<file path="src/rtl/relu_pool_engine.sv">
// ReLU + 2x2 stride-2 pooling (max or average) over a raster-order feature map,
// using a half-width row buffer. Define RELU_POOL_LEAKY_EN for leaky ReLU (x >>> 3).
module relu_pool_engine #(
    parameter int DATA_W = 22,
    parameter int IMG_W  = 32,
    parameter int IMG_H  = 32
) (
    input  logic                     clk,
    input  logic                     rst,
    input  logic                     start_signal,
    input  logic                     pool_mode,
    input  logic                     relu_bypass,
    input  logic                     pixel_valid,
    input  logic signed [DATA_W-1:0] pixel_in,
    output logic signed [DATA_W-1:0] result_out,
    output logic                     result_valid,
    output logic                     done_signal,
    output logic                     busy
);

    localparam int OUT_W = IMG_W / 2;
    localparam int XW    = $clog2(IMG_W);
    localparam int YW    = $clog2(IMG_H);
    localparam int BW    = DATA_W + 2;
    localparam int BAW   = (OUT_W > 1) ? $clog2(OUT_W) : 1;

    typedef enum logic [1:0] {
        S_IDLE = 2'd0,
        S_RUN  = 2'd1,
        S_DONE = 2'd2
    } state_t;

    state_t                  state_q, state_d;
    logic [XW-1:0]           x_q, x_d;
    logic [YW-1:0]           y_q, y_d;
    logic                    mode_q, mode_d;
    logic                    bypass_q, bypass_d;
    logic signed [BW-1:0]    pair_q, pair_d;
    logic signed [DATA_W-1:0] result_q, result_d;
    logic                    rv_q, rv_d;
    logic                    done_q, done_d;

    // Holds the combined even-row pair per output column, widened so an average-mode sum never overflows
    logic signed [BW-1:0]    row_buf [OUT_W];
    logic                    buf_we;
    logic [BAW-1:0]          buf_addr;
    logic signed [BW-1:0]    buf_wdata;
    logic signed [BW-1:0]    buf_rd;

    logic signed [DATA_W-1:0] relu_px;
    logic signed [BW-1:0]    px_ext;
    logic signed [BW-1:0]    pair_max;
    logic signed [BW-1:0]    pair_sum;
    logic signed [BW-1:0]    quad_max;
    logic signed [BW-1:0]    quad_sum;
    logic                    last_px;

    always_comb begin
        relu_px = pixel_in;
        if (!bypass_q && pixel_in[DATA_W-1]) begin
`ifdef RELU_POOL_LEAKY_EN
            relu_px = pixel_in >>> 3;
`else
            relu_px = '0;
`endif
        end
    end

    assign px_ext   = {{2{relu_px[DATA_W-1]}}, relu_px};
    assign buf_addr = BAW'(x_q >> 1);
    assign buf_rd   = row_buf[buf_addr];
    assign pair_max = (pair_q > px_ext) ? pair_q : px_ext;
    assign pair_sum = pair_q + px_ext;
    assign quad_max = (buf_rd > pair_max) ? buf_rd : pair_max;
    assign quad_sum = buf_rd + pair_sum;
    assign last_px  = (x_q == XW'(IMG_W - 1)) && (y_q == YW'(IMG_H - 1));

    always_comb begin
        state_d   = state_q;
        x_d       = x_q;
        y_d       = y_q;
        mode_d    = mode_q;
        bypass_d  = bypass_q;
        pair_d    = pair_q;
        result_d  = result_q;
        rv_d      = 1'b0;
        done_d    = 1'b0;
        buf_we    = 1'b0;
        buf_wdata = mode_q ? pair_sum : pair_max;
        case (state_q)
            S_IDLE: begin
                if (start_signal) begin
                    state_d  = S_RUN;
                    mode_d   = pool_mode;
                    bypass_d = relu_bypass;
                    x_d      = '0;
                    y_d      = '0;
                end
            end
            S_RUN: begin
                if (pixel_valid) begin
                    if (!x_q[0]) begin
                        pair_d = px_ext;
                    end else if (!y_q[0]) begin
                        buf_we = 1'b1;
                    end else begin
                        rv_d     = 1'b1;
                        result_d = mode_q ? DATA_W'(quad_sum >>> 2) : DATA_W'(quad_max);
                    end
                    if (x_q == XW'(IMG_W - 1)) begin
                        x_d = '0;
                        y_d = (y_q == YW'(IMG_H - 1)) ? '0 : y_q + YW'(1);
                    end else begin
                        x_d = x_q + XW'(1);
                    end
                    if (last_px) begin
                        state_d = S_DONE;
                    end
                end
            end
            S_DONE: begin
                done_d  = 1'b1;
                state_d = S_IDLE;
            end
            default: state_d = S_IDLE;
        endcase
    end

    always_ff @(posedge clk or negedge rst) begin
        if (!rst) begin
            state_q  <= S_IDLE;
            x_q      <= '0;
            y_q      <= '0;
            mode_q   <= 1'b0;
            bypass_q <= 1'b0;
            pair_q   <= '0;
            result_q <= '0;
            rv_q     <= 1'b0;
            done_q   <= 1'b0;
        end else begin
            state_q  <= state_d;
            x_q      <= x_d;
            y_q      <= y_d;
            mode_q   <= mode_d;
            bypass_q <= bypass_d;
            pair_q   <= pair_d;
            result_q <= result_d;
            rv_q     <= rv_d;
            done_q   <= done_d;
        end
    end

    always_ff @(posedge clk) begin
        if (buf_we) begin
            row_buf[buf_addr] <= buf_wdata;
        end
    end

    assign result_out   = result_q;
    assign result_valid = rv_q;
    assign done_signal  = done_q;
    assign busy         = (state_q != S_IDLE);

endmodule
</file>
<file path="config.mk">
export PLATFORM = sky130hd
export DESIGN_NAME = relu_pool_engine
export DESIGN_NICKNAME = d
export VERILOG_FILES = /design/src/rtl/relu_pool_engine.sv
export SDC_FILE = /design/constraint.sdc
export NUM_CORES = 1
export LEC_CHECK = 0
export ABC_CLOCK_PERIOD_IN_PS = 7700
export CAP_MARGIN = 15
export CORE_MARGIN = 2
export CORE_UTILIZATION = 62
export CTS_CLUSTER_SIZE = 24
export DETAILED_ROUTE_END_ITERATION = 8
export PLACE_DENSITY = 0.8
export SYNTH_ARGS = -nofsm -noshare
export SYNTH_HDL_FRONTEND = slang
export SYNTH_SLANG_ARGS = --single-unit
</file>
<file path="constraint.sdc">
create_clock -name clk -period 7.7 [get_ports clk]
set_clock_uncertainty 0.1 [all_clocks]
set_input_delay 1.925 -clock clk [delete_from_list [all_inputs] [get_ports clk]]
set_output_delay 1.925 -clock clk [all_outputs]
set_load 0.05 [all_outputs]
</file>
# Word-level counts from Yosys, hierarchy flattened
# Memories as Yosys holds them, arrays and structs flattened.
# Index checks and enable logic that the tools add are counted.
dict set report classes {
  n_mux 28
  add_sub_neg 4
  bitwise 1
  eq_ne 8
  magnitude_cmp 2
  n_reduce_logical 12
}
# op n
set op_table {}
lappend op_table {{$mux 22} 3}
lappend op_table {{$mux 24} 2}
lappend op_table {{$mux 5} 6}
lappend op_table {{$add 24x23->24} 1}
lappend op_table {{$gt 24x24->1} 1}
lappend op_table {{$add 22x22->23} 1}
lappend op_table {{$gt 22x22->1} 1}
lappend op_table {{$pmux 5 s2} 2}
lappend op_table {{$mux 1} 11}
lappend op_table {{$add 5x1->5 const B} 2}
lappend op_table {{$eq 5x5->1 const B} 2}
lappend op_table {{$reduce_and 3->1} 3}
lappend op_table {{$ne 2x2->1 const B} 4}
lappend op_table {{$reduce_and 4->1} 2}
lappend op_table {{$mux 2} 3}
lappend op_table {{$pmux 2 s2} 1}
lappend op_table {{$reduce_bool 2->1} 2}
lappend op_table {{$eq 2x1->1 const B} 1}
lappend op_table {{$eq 2x2->1 const B} 1}
lappend op_table {{$logic_and 1x1->1} 2}
lappend op_table {{$logic_not 2->1} 1}
lappend op_table {{$reduce_and 2->1} 1}
lappend op_table {{$logic_not 1->1} 1}
lappend op_table {{$not 1->1} 1}
dict set report totals {
  wordCells 65
  mem_bits_rw 384
  out_inout_bits 25
  n_memories 1
  regBits 60
  input_bits 28
}
# name words width read_ports rd_clocked_by_memory_dff write_ports line
set memory_table {}
lappend memory_table {row_buf 16 24 1 0 1 44} ;# logic signed [BW-1:0] row_buf [OUT_W];

# Logic depth before layout (Yosys ltp)
dict set report depth {
  word_depth 8
  depth_mapped 28
  mapped_depth_nobuf 23
}

# Least setup slack after synthesis
# No wires, ideal clock.
dict set report synth_path {
  path_kind {input-to-reg}
  from {in pixel_in[21]}
  to {reg result_q[7] (netlist: result_out[7])}
  arrival_time_ns 7.204
  slack_ns 0.259
  setup_time_ns 0.138
  n_path_buf 7
  cell_stages 25
  required_ns 7.462
  cell_sequence {nand2b_1 clkbuf_1 clkbuf_1 nand2_1 ha_1 clkbuf_1 and4_1 a221o_1 a221oi_1 nand3b_1 buf_2 o21ai_1 buf_2 mux2i_1 ha_1 a21o_1 a21o_1 a21oi_1 o21ai_0 a221oi_1 o21ai_0 clkbuf_1 clkbuf_1 a21oi_1 o221ai_1}
}
dict set report synth_between {
  elab_chain_cells 7
  elab_cells_between_ends 9
  classes_between {2 x add/sub; 2 x order compare; 4 x mux; 1 x reduce/logical}
}
# item line
set synth_lines {}
lappend synth_lines {{from (decl)} 14} ;# input logic signed [DATA_W-1:0] pixel_in,
lappend synth_lines {{$logic_and 1x1->1} 60} ;# if (!bypass_q && pixel_in[DATA_W-1]) begin
lappend synth_lines {{$mux 22 *} 60}
lappend synth_lines {{$gt 22x22->1} 72} ;# assign pair_max = (pair_q > px_ext) ? pair_q : px_ext;
lappend synth_lines {{$mux 24} 72}
lappend synth_lines {{$gt 24x24->1} 74} ;# assign quad_max = (buf_rd > pair_max) ? buf_rd : pair_max;
lappend synth_lines {{$mux 22} 74}
lappend synth_lines {{$mux 22 *} 108} ;# result_d = mode_q ? DATA_W'(quad_sum >>> 2) : DATA_W'(quad_max);
lappend synth_lines {{to (signal assigned)} 147} ;# result_q <= result_d;
lappend synth_lines {{to (decl)} 39} ;# logic signed [DATA_W-1:0] result_q, result_d;
# Mark *: on every way between the ends. The rest lies on a longest branch, timed or not.
# A chain may end at the register's enable or synchronous reset.

# Worst setup path in the final report
dict set report layout_path {
  from {in pixel_in[21]}
  to {reg result_q[3] (netlist: result_out[3])}
}
# The elaborated chain is that of the path after synthesis.

==> flow_summary_export.csv <==
group,metric,value,unit
status,outcome,"completed",
floorplan,dieArea,34300,um2
critical_path,critical_path_required,8.04,ns
cts,clkSlewWorstSetupHoldPaths,0.06,ns
power_and_ir_drop,switching_share,0.413,
critical_path,reg2regPathDepth,21,
synthesis,yosysUniqueCellTypes,62,
synthesis,ys_seq_elements,428,
power_and_ir_drop,p_seq_frac,0.311,
synthesis,syn_nets,1492,
synthesis,yosysSeqAreaShare,0.616,
synthesis,yosysTopAreaCell,"edfxtp_1",
power_and_ir_drop,pwr-share-comb,0.515,
grt,grt_pass1_wl,78.1,mm
floorplan,start_util,0.627,
power_and_ir_drop,p_int,6610,uW
critical_path,cp_slowest_cell,"o21ai_2",
cts,clock_latency,0.57,ns
floorplan,ios,53,
cts,cts_root_buf,"clkbuf_16",
min_path,holdPathStages,2,
cts,h-tree-depth,2,
sta,max_freq,140,MHz
critical_path,worstSetupStartpointType,"input port",
synthesis,synthArstFlopShare,0.140,
final_layout,fillCellCount,2078,
grt,gr-usage-all-layers,0.313,
power_and_ir_drop,power_frac_clock,0.174,
critical_path,path_cells,"clkdlybuf4s50_1 > nand2b_1 > buf_12 > nand2_1 > ha_1 > and4_1 > a221o_1 > a221oi_1 > nand3b_1 > o21ai_1 > buf_12 > mux2i_1 > ha_1 > nand4_1 > nor3_1 > a21oi_1 > nand2_1 > o21ai_2 > buf_4 > o21a_1 > nor2_1 > a221o_1",
critical_path,r2r_setup_slack,1.95,ns
placed_design,dp.final_hpwl,32.3,mm
grt,gr-total-overflow,0,
placed_design,io_buffers,52,
grt,grt_max_degree,62,
synthesis,synth.cell_area,20400,um2
power_and_ir_drop,p_leak,0.00829,uW
synthesis,yosys_warnings,0,
sta,tightest_slew,1.08,ns
synthesis,synth_flop_cell,"edfxtp_1",
job,maxCapViolCount,0,
detailed_routing,drtPass1Iterations,5,
cts,cts-resized-gates,0,
sta,fin_crit,7.15,ns
final_layout,final_layout_size_suffix_gt1_frac,0.174,
floorplan,die_h,185,um
critical_path,cp-end-kind,"flop",
cts,clk_path_buf_depth,3,
sta,finalMaxSlewViolations,0,
power_and_ir_drop,power.switching,4660,uW
synthesis,netlist_instances,1370,
critical_path,cp_top_family,"compound AO/OA/AOI/OAI gates",
detailed_routing,vias_per_cell,6.66,
critical_path,crit_type,"in -> reg",
synthesis,ys_top_cells_by_count,"edfxtp_1, mux4_2, nand2_1",
power_and_ir_drop,power.density,491,nW/um2
final_layout,final_nets,1579,
floorplan,core,32500,um2
detailed_routing,via_count,12800,
final_layout,area_growth,12.7,%
sta,setup_violations,0,
critical_path,max_stage_delay,0.58,ns
final_layout,regArea,12600,um2
cts,ctsHoldBuffers,0,
critical_path,crit_arrival,7.49,ns
sta,rsz0062_at_grt,"no",
synthesis,synth_edf_count,368,
synthesis,syn_avg_cell_area,14.9,um2
final_layout,design_area,23000,um2
sta,setup_tns,0,ns
sta,period_share,0.929,
cts,postCtsSetupBuffers,0,
min_path,hold_class,"reg -> reg",
power_and_ir_drop,peakVddDrop,0.000219,V
placed_design,postPlaceCellArea,21600,um2
cts,cts_inserted_buffers,43,
sta,hold_viol,0,
critical_path,cp_num_cells,22,
grt,grt_pass1_vias,12700,
cts,cts_sinks,428,
cts,cts_tree,"done",
detailed_routing,drc,0,
detailed_routing,drt_iter0_drc,1403,
detailed_routing,ant_nets,0,
placed_design,place.gp.congestion,0.941,
critical_path,path_buf_inv,4,
grt,antenna_found_initial,0,
critical_path,path_max_fanout,21,
detailed_routing,wl_per_cell,27.0,um
sta,relSlewSlack,0.280,
floorplan,die_w,185,um
final_layout,n_antenna_cell,0,
synthesis,yosysTopAreaCellShare,0.543,
final_layout,multi_input_area,7410,um2
synthesis,ys_top_cells_by_area,"edfxtp_1, mux4_2, dfrtp_1",
synthesis,yosys.cell_count.top_type,"edfxtp_1",
detailed_routing,wl,52.0,mm
floorplan,rows,66,
flip-flops by register name, summed over array words and instances, names as in the netlist:
name	cells
row_buf	368
pair_q	22
result_out	22
x_q	5
y_q	5
state_q	2
bypass_q	1
done_signal	1
mode_q	1
result_valid	1
layer usage:
layer	share of wire	GRT usage
met5	0	0
met4	0.042	0.144
met3	0.088	0.0545
met2	0.49	0.503
met1	0.38	0.423
power groups by stage:
stage	logic (uW)	clock network, uW	registers (uW)
after detailed placement	5570	0	3550
final	5800	1960	3500
after global placement	5390	0	3550
after CTS	5640	1970	3520
after floorplan	3920	0	3560
after global routing	6290	2060	3530
cells by family (layout without fill, tap and decap cells):
group           after synthesis  in the layout  share of synthesized area
flops                       428            428                      0.616
simple gates                290            290                     0.0648
compound gates              258            258                     0.0826
mux                         140            140                      0.140
buf+inv                     124            239                     0.0230
fa+ha+maj                    94             94                     0.0581
xor+xnor                     36             36                     0.0155
stage by stage:
step | util | setup WS [ns] | power (uW) | std cells | hold WS (ns)
3_3_place_gp | 0.666 | 0.143 | 8930 | 1846 | 0.368
6_report | 0.707 | 0.548 | 11300 | 1927 | 0.389
3_5_place_dp | 0.666 | 0.0753 | 9120 | 1846 | 0.382
2_1_floorplan | - | 0.259 | 7480 | 1370 | 0.356
5_1_grt | 0.707 | 0.176 | 11900 | 1927 | 0.419
4_1_cts | 0.705 | 0.645 | 11100 | 1919 | 0.394
worst reg2reg max path, stage by stage (launching register included):
cell and delay (ns):
dfrtp_1 0.39, nand2b_1 0.18, buf_12 0.17, nand2_1 0.11, ha_1 0.32, and4_1 0.28
a221o_1 0.40, a221oi_1 0.40, nand3b_1 0.16, o21ai_1 0.25, buf_12 0.20, mux2i_1 0.45
ha_1 0.34, nand4_1 0.16, nor3_1 0.08, a21oi_1 0.27, nand2_1 0.12, o21ai_2 0.58
buf_4 0.27, o21a_1 0.11, nor2_1 0.04, a221o_1 0.28
worst paths after layout:
kind / from / end
setup / recovery: pixel_in[21] / result_out[3]
hold / removal: y_q[4] / y_q[4]
hold reg to reg: y_q[4] / y_q[4]
min in group asynchronous: rst / done_signal
setup reg to reg: bypass_q / result_out[3]
max in group asynchronous: rst / x_q[2]
cell type report:
class                   instances  share of cell area
well taps                     442              0.0241
flip-flops and latches        428               0.547
inverters                      63              0.0103
multi-input cells             818               0.323
clock inverters                21             0.00719
repair buffers                103              0.0402
clock buffers                  52              0.0483
cells in the final DEF, fill, tap and decap left out, drive strengths merged, types with 15 or more instances in the layout:
master	Yosys	final
edfxtp	368	368
mux4	115	115
nand2	114	114
ha	93	93
nor2	75	75
o21ai	70	70
inv	62	67
a21oi	64	64
dfrtp	60	60
buf	19	52
clkbuf	42	52
clkdlybuf4s50	0	51
xnor2	26	26
mux2i	23	23
a21o	19	19
nand4	18	18
o221ai	15	15
clkinv	1	15
Power figures use the tool's default switching activity.
